<file path="config.mk">
export PLATFORM = sky130hd
export DESIGN_NAME = usb_line_state_detector
export DESIGN_NICKNAME = d
export VERILOG_FILES = /design/src/rtl/usb_rx_pkg.sv /design/src/rtl/usb_line_decode.sv /design/src/rtl/usb_line_state_detector.sv
export SDC_FILE = /design/constraint.sdc
export NUM_CORES = 1
export LEC_CHECK = 0
export ABC_AREA = 1
export CAP_MARGIN = 20
export CORE_AREA = 2 2 39 41
export CTS_BUF_LIST = sky130_fd_sc_hd__clkbuf_8
export CTS_CLUSTER_DIAMETER = 150
export CTS_CLUSTER_SIZE = 20
export DETAILED_ROUTE_END_ITERATION = 10
export DIE_AREA = 0 0 41 43
export PLACE_DENSITY_LB_ADDON = 0.08
export SLEW_MARGIN = 0
export SYNTH_ARGS = -nofsm -noshare
export SYNTH_HDL_FRONTEND = slang
export SYNTH_SLANG_ARGS = --single-unit
</file>
<file path="constraint.sdc">
create_clock -name clk -period 3.7 [get_ports clk]
set_input_delay 0.555 -clock clk [delete_from_list [all_inputs] [get_ports clk]]
set_output_delay 0.555 -clock clk [all_outputs]
set_load 0.02 [all_outputs]
</file>
<file path="src/rtl/usb_rx_pkg.sv">
// Shared types for the USB receive path.
//   line_t      : decoded bus line state for one bit sample
//   det_state_t : line-state detector FSM states
//   err_code_t  : sticky error code reported to the receive controller
package usb_rx_pkg;

  typedef enum logic [1:0] {
    LS_SE0,
    LS_J,
    LS_K,
    LS_SE1
  } line_t;

  typedef enum logic [2:0] {
    IDLE,
    SE0_CNT,
    EOP,
    ERR,
    BUS_RST
  } det_state_t;

  typedef enum logic [1:0] {
    ERR_NONE,
    ERR_SHORT_SE0,
    ERR_BAD_TERM,
    ERR_SE1
  } err_code_t;

endpackage

</file>
<file path="src/rtl/usb_line_decode.sv">
// Combinational USB line-state decoder.
// Parameters:
//   LOW_SPEED    : 0 -> J = (D+,D-) = (1,0); 1 -> J = (0,1)
// Ports:
//   d_plus_sync  in  synchronised D+
//   d_minus_sync in  synchronised D-
//   line_state   out decoded line state (SE0, J, K, SE1)
module usb_line_decode
  import usb_rx_pkg::*;
#(
  parameter int unsigned LOW_SPEED = 0
) (
  input  logic  d_plus_sync,
  input  logic  d_minus_sync,
  output line_t line_state
);

  always_comb begin
    line_state = LS_SE0;
    unique case ({d_plus_sync, d_minus_sync})
      2'b00:   line_state = LS_SE0;
      2'b11:   line_state = LS_SE1;
      2'b10:   line_state = (LOW_SPEED != 0) ? LS_K : LS_J;
      2'b01:   line_state = (LOW_SPEED != 0) ? LS_J : LS_K;
      default: line_state = LS_SE0;
    endcase
  end

endmodule

</file>
<file path="src/rtl/usb_line_state_detector.sv">
// Receive-side USB line-state detector: classifies the bus once per bit time and
// reports valid EOP, malformed EOP / SE1, and bus reset.
// Optional build macro: SE1_DETECT_EN -- when defined, SE1 in IDLE or SE0_CNT raises
// an error with code 3; otherwise SE1 is treated as K.
// Parameters:
//   SE0_EOP_BITS : min SE0 bit samples qualifying an EOP (1..15)
//   RESET_BITS   : SE0 bit samples declaring bus reset (> SE0_EOP_BITS, <= 255)
//   LOW_SPEED    : J/K polarity select
// Ports:
//   clk          in  system clock
//   n_rst        in  asynchronous active-low reset
//   shift_enable in  one-clk strobe at bit centre; line sampled only here
//   d_plus_sync  in  synchronised D+
//   d_minus_sync in  synchronised D-
//   eop          out one-clk pulse, valid EOP completed
//   eop_err      out one-clk pulse, malformed EOP or SE1
//   bus_reset    out level, bus reset in progress
//   se0_active   out level, counting SE0
//   err_code     out sticky status (0 none, 1 short SE0, 2 bad terminator, 3 SE1)
module usb_line_state_detector
  import usb_rx_pkg::*;
#(
  parameter int unsigned SE0_EOP_BITS = 2,
  parameter int unsigned RESET_BITS   = 30,
  parameter int unsigned LOW_SPEED    = 0
) (
  input  logic       clk,
  input  logic       n_rst,
  input  logic       shift_enable,
  input  logic       d_plus_sync,
  input  logic       d_minus_sync,
  output logic       eop,
  output logic       eop_err,
  output logic       bus_reset,
  output logic       se0_active,
  output logic [1:0] err_code
);

  localparam int unsigned CNT_W = $clog2(RESET_BITS + 1);
  localparam logic [CNT_W-1:0] EopMinCnt = CNT_W'(SE0_EOP_BITS);
  localparam logic [CNT_W-1:0] RstCnt    = CNT_W'(RESET_BITS);

  line_t            w_line;
  det_state_t       r_state, w_state_d;
  logic [CNT_W-1:0] r_count, w_count_d;
  err_code_t        r_err_code, w_err_code_d;

  usb_line_decode #(
    .LOW_SPEED(LOW_SPEED)
  ) u_line_decode (
    .d_plus_sync (d_plus_sync),
    .d_minus_sync(d_minus_sync),
    .line_state  (w_line)
  );

  always_comb begin
    w_state_d    = r_state;
    w_count_d    = r_count;
    w_err_code_d = r_err_code;
    unique case (r_state)
      IDLE: begin
        if (shift_enable) begin
          if (w_line == LS_SE0) begin
            w_state_d = SE0_CNT;
            w_count_d = CNT_W'(1);
          end
`ifdef SE1_DETECT_EN
          else if (w_line == LS_SE1) begin
            w_state_d    = ERR;
            w_err_code_d = ERR_SE1;
          end
`endif
        end
      end
      SE0_CNT: begin
        if (shift_enable) begin
          unique case (w_line)
            LS_SE0: begin
              // Count never exceeds RESET_BITS-1 here, so the increment cannot wrap.
              w_count_d = r_count + 1'b1;
              if (w_count_d == RstCnt) begin
                w_state_d    = BUS_RST;
                w_err_code_d = ERR_NONE;
              end
            end
            LS_J: begin
              if (r_count >= EopMinCnt) begin
                w_state_d    = EOP;
                w_err_code_d = ERR_NONE;
              end else begin
                w_state_d    = ERR;
                w_err_code_d = ERR_SHORT_SE0;
              end
            end
            LS_K: begin
              w_state_d    = ERR;
              w_err_code_d = ERR_BAD_TERM;
            end
            LS_SE1: begin
              w_state_d = ERR;
`ifdef SE1_DETECT_EN
              w_err_code_d = ERR_SE1;
`else
              w_err_code_d = ERR_BAD_TERM;
`endif
            end
            default: begin
              w_state_d = IDLE;
              w_count_d = '0;
            end
          endcase
        end
      end
      // Single-cycle pulse states; any strobe landing here is deliberately dropped.
      EOP, ERR: begin
        w_state_d = IDLE;
        w_count_d = '0;
      end
      BUS_RST: begin
        // Count stays parked at RESET_BITS while SE0 persists.
        if (shift_enable && (w_line != LS_SE0)) begin
          w_state_d = IDLE;
          w_count_d = '0;
        end
      end
      default: begin
        w_state_d = IDLE;
        w_count_d = '0;
      end
    endcase
  end

  always_ff @(posedge clk or negedge n_rst) begin
    if (!n_rst) begin
      r_state    <= IDLE;
      r_count    <= '0;
      r_err_code <= ERR_NONE;
    end else begin
      r_state    <= w_state_d;
      r_count    <= w_count_d;
      r_err_code <= w_err_code_d;
    end
  end

  assign eop        = (r_state == EOP);
  assign eop_err    = (r_state == ERR);
  assign bus_reset  = (r_state == BUS_RST);
  assign se0_active = (r_state == SE0_CNT);
  assign err_code   = r_err_code;

endmodule

</file>
# --- After elaboration in Yosys (flattened, before gate mapping) ---
# Cells that the tools add are included.
totals:
  ramBits: 0
  memories: 0
  mem_bits_ro: 0
  word_cells: 50
  latchBits: 0
  reg_bits: 10
  input_bits: 5
op_classes:
  bitwise_logic: 0
  add_sub_neg: 1
  shift: 0
  eq_ne: 18
  magnitude_cmp: 1
  div_mod_pow: 0
  n_reduce_logical: 9
  n_mul: 0
  mux: 18
op_table:
  columns: ["op", "count"]
  rows:
  - ["5-bit two-way mux", 5]
  - ["3-bit one-hot mux with 3 select lines", 2]
  - ["3-bit two-way mux", 5]
  - ["5-bit one-hot mux with 3 select lines", 1]
  - ["5-bit AND reduction", 2]
  - ["2-bit == test, second input constant", 4]
  - ["2-bit one-hot mux with 4 select lines", 1]
  - ["3-bit by 2-bit == test with 1-bit output, second input constant", 2]
  - ["2-bit by 1-bit inequality test with 1-bit output, second input constant", 3]
  - ["2-bit inequality test, second input constant", 3]
  - ["2-bit one-hot mux with 3 select lines", 1]
  - ["5-bit by 1-bit adder with 5-bit output, second input constant", 1]
  - ["5-bit == test, second input constant", 1]
  - ["5-bit by 2-bit >= comparator with 1-bit output, second input constant", 1]
  - ["2-bit by 1-bit == test with 1-bit output, second input constant", 2]
  - ["2-bit logical NOT", 2]
  - ["3-bit by 1-bit == test with 1-bit output, second input constant", 1]
  - ["3-bit == test, second input constant", 1]
  - ["3-bit logical NOT", 1]
  - ["3-bit by 2-bit inequality test with 1-bit output, second input constant", 1]
  - ["3-bit AND reduction", 1]
  - ["1-bit two-way mux", 2]
  - ["2-bit two-way mux", 1]
  - ["2-bit nonzero test", 1]
  - ["other kinds (2)", 2]

# --- Depth between registers and ports, before layout ---
logic_depth:
  ltp_word: 7
  ltp_mapped: 10
  mapped_depth_nobuf: 10

# --- Hierarchy ---
# A second synthesis with hierarchy kept.
unflattened:
  hier_cells: 101
  hier_area_um2: 693.2
modules_own_cells:
  columns: ["mod", "instances", "seq_area_each_um2", "cells_each", "area_per_inst_um2"]
  rows:
  - ["usb_line_state_detector", 1, 250.2, 99, 685.7]
  - ["usb_line_decode", 1, 0.0, 2, 7.5]

# --- Worst setup path before layout ---
# Ideal clock, no wire load.
synth_timing:
  path_type: "reg-to-output"
  start: "register r_state[0]"
  end: "output port eop_err"
  arrival_ns: 0.962
  t_required_ns: 3.145
  path_slack_ns: 2.183
  path_stages_with_launch: 3
  cell_sequence: "dfrtp_1 inv_2 nor3_1"
synth_via:
  elab_chain_cells: 1
synth_lines:
  columns: ["element", "line", "rtl"]
  rows:
  - ["from (decl)", "usb_line_state_detector.sv:44", "det_state_t r_state, w_state_d;"]
  - ["from (signal assigned)", "usb_line_state_detector.sv:139", "r_state <= w_state_d;"]
  - ["3-bit by 2-bit == test with 1-bit output", "usb_line_state_detector.sv:146", "assign eop_err = (r_state == ERR);"]
  - ["to (decl)", "usb_line_state_detector.sv:33", "output logic eop_err,"]
# Every way passes these cells.

# --- Final worst setup path ---
layout_timing:
  start: "register r_state[0]"
  end: "output port bus_reset"
layout_via:
  elab_chain_cells: 1
layout_lines:
  columns: ["element", "line", "rtl"]
  rows:
  - ["3-bit == test", "usb_line_state_detector.sv:147", "assign bus_reset = (r_state == BUS_RST);"]
  - ["to (decl)", "usb_line_state_detector.sv:34", "output logic bus_reset,"]
# Every way passes these cells.

==> results.json <==
{
  "finalCriticalPeriod_ns": 2.18,
  "relSlewSlack_pct": 67.4,
  "ir_worst_vdd_mv": 0.367,
  "cts_buffer_depth": 2,
  "design_area_um2": 851,
  "area_growth_pct": 25.9,
  "layout.nets": 126,
  "ys_ff_latch": 10,
  "utilization_pct": 61.5,
  "worstSetupEndpointType": "output pin",
  "die_h_um": 43,
  "leakage_nw": 0.462,
  "diodes": 0,
  "worstSetupStartpointType": "flip-flop",
  "antenna_left": 0,
  "cts_tree": "yes",
  "power_density_mw_per_mm2": 650,
  "ys.warnings.count": 0,
  "pre_cts_ws_ns": 1.77,
  "dp.cells": 129,
  "cp_data_arrival_time_ns": 1.63,
  "crit_type": "flip-flop to output pin",
  "clkTransAtPathRegs_ns": 0.05,
  "fillers": 128,
  "h-tree-depth": 1,
  "fin_setup_tns_ns": 0,
  "ys_seq_area_share_pct": 37.0,
  "post_drt_wl_per_cell_um": 10.1,
  "cts_made_buffers": 3,
  "tightest_slew_ns": 0.487,
  "finalWeightedCongestion": 0.758,
  "synthMuxAreaShare_pct": 0,
  "cts_setup_buffers": 0,
  "core-area_mm2": 0.00138,
  "max_stage_delay_ns": 0.60,
  "grt_pass1_wl_mm": 2.28,
  "syn_avg_cell_area_um2": 6.56,
  "seq_area_um2": 250,
  "die_w_um": 41,
  "drtIter0Drc": 17,
  "grt.total_usage_pct": 19.7,
  "outcome": "finished, final reports clean",
  "synth-compound-area-share_pct": 2.22,
  "layout_setup_ws_ns": 1.52,
  "netlist_area_um2": 676,
  "finalCritPeriodShare_pct": 59.0,
  "route.detailed.drc": 0,
  "multi_input_area_um2": 358,
  "grt_pass1_vias": 564,
  "slew_violations": 0,
  "path_delay_family": "buffers and inverters",
  "cts-root-buf": "clkbuf_8",
  "drive_gt1_share_pct": 12.0,
  "io_pins": 11,
  "crit_path_max_fanout": 6,
  "dr_total_vias": 653,
  "die-area_mm2": 0.00176,
  "cp_slowest_cell": "clkdlybuf4s50_1",
  "clock_sinks": 10,
  "yosys.area_share.simple_pct": 45.2,
  "clkLatencyLatePin_ns": 0.24,
  "dpl_cell_area_um2": 796,
  "synth_cell_types": 15,
  "synth_fp_nets": 111,
  "synthAdderAreaFrac_pct": 5.56,
  "avgViaCountPerCell": 4.91,
  "start_util_pct": 48.8,
  "finalSetupViolations": 0,
  "ctsResizeCount": 0,
  "synth_top_family_by_area": "simple AND/OR/NAND/NOR gates",
  "hold_viol": 0,
  "rows": 14,
  "total_power_mw": 0.553,
  "syn_inst": 103,
  "drtPass1Iterations": 4,
  "rsz0062_at_grt": "false",
  "synth-xor-area-share_pct": 0,
  "drv_cap": 0,
  "antenna_found_initial": 0,
  "grt_max_degree": 11,
  "io_buffers": 10,
  "stdcell_count": 133,
  "grt-ovfl-total": 0,
  "holdBufCountCts": 0,
  "drt_wl_total_mm": 1.35,
  "required_ns": 3.14,
  "worstPathCellList": "nor2_1 -> nand2_1 -> inv_1 -> clkdlybuf4s50_1",
  "dpl.hpwl_mm": 1.06,
  "timing.critical_path.buf_inv": 2,
  "holdWs_ns": 0.471,
  "fmax_ghz": 0.458,
  "clock_skew_ns": 0.00266,
  "worstHoldPathType": "flip-flop to flip-flop"
}
-- Yosys cell counts --
library cell | instances | area share, %
dfrtp_1 | 10 | 37
ha_1 | 3 | 5.6
inv_1 | 13 | 7.2
inv_2 | 5 | 2.8
nand2_1 | 41 | 23
nand2_2 | 2 | 1.9
nand3_1 | 6 | 4.4
nand4_1 | 4 | 3.7
nor2_1 | 9 | 5.0
nor2_2 | 1 | 0.93
nor2_4 | 2 | 3.3
nor3_1 | 3 | 2.2
o21ai_0 | 2 | 1.5
o21ai_1 | 1 | 0.74
or2_0 | 1 | 0.93
-- cells by family after synthesis --
family / count (synthesis)
and+or+nand+nor: 69
buffers and inverters: 18
DFF: 10
AOI/OAI and AO/OA: 3
adders and majority gates: 3
-- layer usage --
metal  global-route usage [%]  part of all wire [%]  up-vias
li1                         -                     -      344
met1                     23.0                    47      294
met2                     30.6                    46       13
met3                     6.28                   4.5        2
met4                     10.0                   1.6        0
met5                        0                     0        -
-- worst register-to-register path, delay by kind of cell (launching register included) --
kind | cells | cell delay, ns
fa+ha+maj | 1 | 0.26
buf+inv | 1 | 0.05
simple gates | 8 | 0.63
flops | 1 | 0.47
-- layout by cell type, fill, tap and decap left out, drive strengths merged --
| cell | count |
|---|---|
| nor2 | 12 |
| inv | 18 |
| nand4 | 4 |
| o21ai | 3 |
| clkbuf | 4 |
| ha | 3 |
| clkdlybuf4s50 | 10 |
| nor3 | 3 |
| nand2 | 43 |
| dfrtp | 10 |
| or2 | 1 |
| nand3 | 6 |
-- worst paths after layout --
| path | from | to | slack (ns) | cells after the start |
|---|---|---|---|---|
| worst max-delay path | r_state[0]$_DFFE_PN0P_ | bus_reset | 1.52 | 4 |
| worst min-delay path | err_code[0]$_DFFE_PN0P_ | err_code[0]$_DFFE_PN0P_ | 0.47 | 2 |
| worst max register to register | r_count[0]$_DFFE_PN0P_ | err_code[1]$_DFFE_PN0P_ | 2.19 | 10 |
| worst min register to register | err_code[0]$_DFFE_PN0P_ | err_code[0]$_DFFE_PN0P_ | 0.47 | 2 |
| max in group asynchronous | n_rst | r_state[0]$_DFFE_PN0P_ | 2.72 | 1 |
| min in group asynchronous | n_rst | r_state[2]$_DFFE_PN0P_ | 0.65 | 1 |
-- registers in the layout, indices dropped and copies added, names as in the netlist --
signal / flops
err_code: 2
r_count: 5
r_state: 3
-- power breakdown --
part / internal [mW] / leakage (nW) / switching [mW]
Sequential: 0.141 / 0.132 / 0.0412
Combinational: 0.0963 / 0.301 / 0.137
Clock: 0.0937 / 0.0288 / 0.0445
-- final cells by class --
cell class / instances / share of cell area [%]
repair buffers: 10 / 11.8
inverters: 18 / 7.94
well taps: 16 / 2.35
flip-flops and latches: 10 / 29.4
clock buffers: 4 / 6.47
multi-input cells: 75 / 42.1
No activity file was read; power rests on OpenSTA's default activity.
